===== src/rtl/wb_mtimer.sv =====
// RISC-V machine timer on a Wishbone pipelined slave: prescaled 64-bit mtime,
// 64-bit mtimecmp, LO-first atomic mtime read through a hi shadow, level irq.
module wb_mtimer #(
    parameter int unsigned PRESCALE   = 1,
    parameter int unsigned ADDR_LSB_W = 4
) (
    input  logic        clk,
    input  logic        rst_n,
    input  logic        wb_cyc,
    input  logic        wb_stb,
    input  logic        wb_we,
    input  logic [31:0] wb_adr,
    input  logic [3:0]  wb_sel,
    input  logic [31:0] wb_dat_i,
    output logic [31:0] wb_dat_o,
    output logic        wb_ack,
    output logic        wb_stall,
    output logic        wb_err,
    output logic        irq_timer
);

    localparam logic [15:0] PS_LAST = 16'(PRESCALE - 1);

    logic [63:0] mtime_r;
    logic [63:0] mtimecmp_r;
    logic [31:0] hi_shadow_r;
    logic [15:0] ps_cnt_r;

    logic        req_s;
    logic        bad_s;
    logic        wr_s;
    logic        rd_s;
    logic        tick_s;
    logic [1:0]  idx_s;
    logic [31:0] rd_dat_s;
    logic        unused_adr_s;

    function automatic logic [31:0] merge_bytes(input logic [31:0] old_v,
                                                input logic [31:0] new_v,
                                                input logic [3:0]  sel);
        logic [31:0] res;
        for (int i = 0; i < 4; i++) begin
            res[8*i +: 8] = sel[i] ? new_v[8*i +: 8] : old_v[8*i +: 8];
        end
        return res;
    endfunction

    // Request decode and read-data mux
    always_comb begin
        req_s        = wb_cyc & wb_stb;
        bad_s        = (wb_adr[1:0] != 2'b00);
        idx_s        = wb_adr[ADDR_LSB_W-1:2];
        wr_s         = req_s & ~bad_s & wb_we;
        rd_s         = req_s & ~bad_s & ~wb_we;
        tick_s       = (ps_cnt_r == PS_LAST);
        unused_adr_s = ^{wb_adr[31:ADDR_LSB_W]};
        case (idx_s)
            2'd0:    rd_dat_s = mtime_r[31:0];
            2'd1:    rd_dat_s = hi_shadow_r;
            2'd2:    rd_dat_s = mtimecmp_r[31:0];
            2'd3:    rd_dat_s = mtimecmp_r[63:32];
            default: rd_dat_s = 32'd0;
        endcase
    end

    // Timer state: a software write to either mtime word wins over the tick
    always_ff @(posedge clk) begin
        if (!rst_n) begin
            mtime_r     <= 64'd0;
            mtimecmp_r  <= 64'hFFFF_FFFF_FFFF_FFFF;
            hi_shadow_r <= 32'd0;
            ps_cnt_r    <= 16'd0;
            irq_timer   <= 1'b0;
        end else begin
            if (wr_s && idx_s == 2'd0) begin
                mtime_r[31:0] <= merge_bytes(mtime_r[31:0], wb_dat_i, wb_sel);
                ps_cnt_r      <= 16'd0;
            end else if (wr_s && idx_s == 2'd1) begin
                mtime_r[63:32] <= merge_bytes(mtime_r[63:32], wb_dat_i, wb_sel);
                ps_cnt_r       <= 16'd0;
            end else if (tick_s) begin
                mtime_r  <= mtime_r + 64'd1;
                ps_cnt_r <= 16'd0;
            end else begin
                ps_cnt_r <= ps_cnt_r + 16'd1;
            end

            if (wr_s && idx_s == 2'd2) begin
                mtimecmp_r[31:0] <= merge_bytes(mtimecmp_r[31:0], wb_dat_i, wb_sel);
            end else if (wr_s && idx_s == 2'd3) begin
                mtimecmp_r[63:32] <= merge_bytes(mtimecmp_r[63:32], wb_dat_i, wb_sel);
            end else begin
                mtimecmp_r <= mtimecmp_r;
            end

            // LO read snapshots the upper word so a following HI read is coherent
            if (rd_s && idx_s == 2'd0) begin
                hi_shadow_r <= mtime_r[63:32];
            end else begin
                hi_shadow_r <= hi_shadow_r;
            end

            irq_timer <= (mtime_r >= mtimecmp_r);
        end
    end

    // Bus response: single-cycle ack/err, read data captured only on good reads
    always_ff @(posedge clk) begin
        if (!rst_n) begin
            wb_ack   <= 1'b0;
            wb_err   <= 1'b0;
            wb_dat_o <= 32'd0;
        end else begin
            wb_ack <= req_s & ~bad_s;
            wb_err <= req_s & bad_s;
            if (rd_s) begin
                wb_dat_o <= rd_dat_s;
            end else begin
                wb_dat_o <= wb_dat_o;
            end
        end
    end

    assign wb_stall = 1'b0;

endmodule


===== config.mk =====
export PLATFORM = sky130hd
export DESIGN_NAME = wb_mtimer
export DESIGN_NICKNAME = d
export VERILOG_FILES = /design/src/rtl/wb_mtimer.sv
export SDC_FILE = /design/constraint.sdc
export NUM_CORES = 1
export LEC_CHECK = 0
export CAP_MARGIN = 20
export CORE_MARGIN = 2
export CORE_UTILIZATION = 59
export CTS_CLUSTER_SIZE = 12
export DETAILED_ROUTE_END_ITERATION = 12
export GPL_TIMING_DRIVEN = 0
export PLACE_DENSITY = 0.81
export SETUP_SLACK_MARGIN = 0.1
export SYNTH_ARGS = -nofsm -noshare
export SYNTH_HDL_FRONTEND = slang
export SYNTH_SLANG_ARGS = --single-unit

===== constraint.sdc =====
create_clock -name clk -period 2.92 [get_ports clk]
set_clock_uncertainty 0.1 [all_clocks]
set_input_delay 0.584 -clock clk [delete_from_list [all_inputs] [get_ports clk]]
set_output_delay 0.584 -clock clk [all_outputs]
set_load 0.01 [all_outputs]

==> out/metrics.cfg <==
[outcome]
outcome=completed

[yosys]
synth_top_cell_by_area=dfxtp_1
syn-num-nets=1738
synthCells=1598
ys_seq_elements=211
syn_area_mm2=0.01240
async_flop_share=0
ys_types=75
ys_seq_area_frac=0.3407
synth.area.top_cells=dfxtp_1 (34%), nand2_1 (9.9%), ha_1 (6.8%)
avgSynthCellArea_um2=7.758
synth-edff-count=0
synth_warnings=0
yosysTopAreaCellShare=0.3407
synth_ff_type=dfxtp_1

[place]
dp_hpwl_um=37260
pre_cts_ws_ns=-1.159
port_buffers=76
gp_congestion=1.044

[detailed_routing]
drt_pass1_iterations=8
vias=13747
ant_nets=0
first_iter_violations=1924
drc=0
postRouteWirelength_um=51110
wire_per_inst_um=25.48
via_per_inst=6.853

[timing]
grt_setup_unrepaired=true
slew_headroom=0.3608
slew_violations=0
whs_ns=0.3512
setup_ws_ns=0.06509
fin_tns_setup_ns=0
period_minus_slack_ns=2.855
tightest_slew_ns=0.9588
finalSetupViolCount=0
post-route-period-util=0.9777
hold_viol_final=0
fmax_mhz=350.3

[die]
pin_count=109
die_y_um=149.0
fp.coreArea_mm2=0.02082
start_util=0.5954
die_area_mm2=0.02219
rows=53
fp.dieW_um=149.0

[critical_path]
cp-end-kind=flip-flop
reg2reg_slack_ns=0.10
rr_worst_depth=6
path_class=input pin to flip-flop
critPathArrivalTime_ns=3.23
critPathMaxFanout=10
worstPathRequired_ns=3.30
start_kind=input pin

[cts]
clock_sinks=211
cts_htree_levels=1
cts_root_buf=clkbuf_16
cts_buffers=24
path_clk_slew_ns=0.06
cts_tree=done
clockBufferDepth=3
hold_buffers=0
clkLatencyLatePin_ns=0.54

[cells_and_area]
drive_above_1_share=0.09590
layout.nets=1857
fillers=1715
area_growth_pct=17.77
antenna_cells=0

[global_routing]
grt_first_pass_wirelength_um=76170
grt_util_all_layers=0.4548
grt_start_max_net_pins=13
gr-total-overflow=0
grt_pass1_vias=12509
antenna_found_initial=1

[power]
totalPowerFinal_mw=6.353
vdd_ir_drop_max_v=0.0005289
leakage_nw=6.123
power_density_mw_per_mm2=435.1

[flow_run]
drv_cap=0

[hold_path]
holdCritPathClass=flip-flop to flip-flop
hold_path_depth=2

==> timing repair <==
action / CTS / global route
gates resized for setup: 34 / 43
setup buffers: 4 / 12
pin swaps: 2 / 7
endpoints found under the hold margin: 0 / 0
setup endpoints to repair: 128 / 161
==> worst paths after layout <==
kind,start,to
worst min register to register,hi_shadow_r[17],hi_shadow_r[17]
worst max-delay path,wb_adr[3],mtime_r[63]
worst min-delay path,hi_shadow_r[17],hi_shadow_r[17]
worst max register to register,mtime_r[58],irq_timer
==> sequential cells by signal, indices dropped and copies added, names as in the netlist <==
name / cells
hi_shadow_r: 32
irq_timer: 1
mtime_r: 64
mtimecmp_r: 64
ps_cnt_r: 16
wb_ack: 1
wb_dat_o: 32
wb_err: 1
==> synth_stat cells, types with 12 or more instances <==
library cell and n:
clkbuf_1 72, nand3_1 161, o21ai_0 45, a21o_1 17, buf_2 15, nand4_1 43, nor3_1 26, and3_1 24
nand2_1 326, inv_1 76, nor2_1 77, ha_1 67, a21oi_1 155, mux4_2 32, dfxtp_1 211, a31oi_1 12
o211ai_1 23, and4_1 17
==> metrics by stage <==
step | instance area (um^2) | util | cells
floorplan | 12400 | - | 1598
global placement | 13500 | 0.6484 | 1949
detailed placement | 13510 | 0.6486 | 1950
CTS | 14390 | 0.6908 | 1994
global route | 14600 | 0.7012 | 2006
finish | 14600 | 0.7012 | 2006
==> layer usage <==
layer	vias to the layer above	routed length [um]	global-route usage	share of wire
met2	1063	21690	0.6747	0.42
met3	221	7101	0.1202	0.14
met1	6427	19270	0.6129	0.38
met5	-	0	0	0
met4	0	3041	0.2276	0.060
li1	6036	-	-	-
==> critical path, stage by stage <==
cell,delay [ns]
clkdlybuf4s50_1,0.48
nor2b_1,0.21
clkbuf_1,0.30
nor3b_2,0.37
buf_2,0.36
buf_2,0.43
a21oi_1,0.11
o22ai_1,0.20
nand2_1,0.09
nand3_1,0.10
==> cells in the final DEF (no fill, tap or decap), types with 25 or more instances in the layout <==
master	Yosys	routed
a21oi_1	155	154
clkbuf_1	72	63
clkbuf_16	0	25
clkdlybuf4s50_1	0	76
dfxtp_1	211	208
ha_1	67	67
inv_1	76	76
mux4_2	32	32
nand2_1	326	325
nand3_1	161	160
nand4_1	43	43
nor2_1	77	72
o21ai_0	45	45
==> cell type report <==
cell class / count / area, um^2 / area share
multi-input combinational: 1209 / 7635 / 0.5229
sequential: 211 / 4228 / 0.2896
timing repair buffer: 93 / 898.4 / 0.06153
clock buffer: 31 / 668.1 / 0.04576
buffer: 101 / 464.2 / 0.03179
tap: 275 / 344.1 / 0.02357
inverter: 77 / 289.0 / 0.01980
clock inverter: 9 / 73.82 / 0.005056
==> cell families (layout without fill, tap and decap cells) <==
kind of cell / Yosys count / in the layout / synth area share
and+or+nand+nor: 743 / 743 / 0.2869
AOI/OAI and AO/OA: 342 / 342 / 0.1704
DFF: 211 / 211 / 0.3407
buffers and inverters: 178 / 311 / 0.05723
adders and majority gates: 67 / 67 / 0.06762
muxes: 46 / 46 / 0.06974
xor gates and xnor gates: 10 / 10 / 0.007065
other: 1 / 1 / 0.0003025
==> power breakdown <==
group          total [mW]  internal, mW  switching (mW)  leakage, nW
sequential           2.92          2.90          0.0250         1.70
combinational       0.450         0.166           0.284         4.04
clock                2.98          1.69            1.29        0.373
Power figures use the tool's default switching activity.
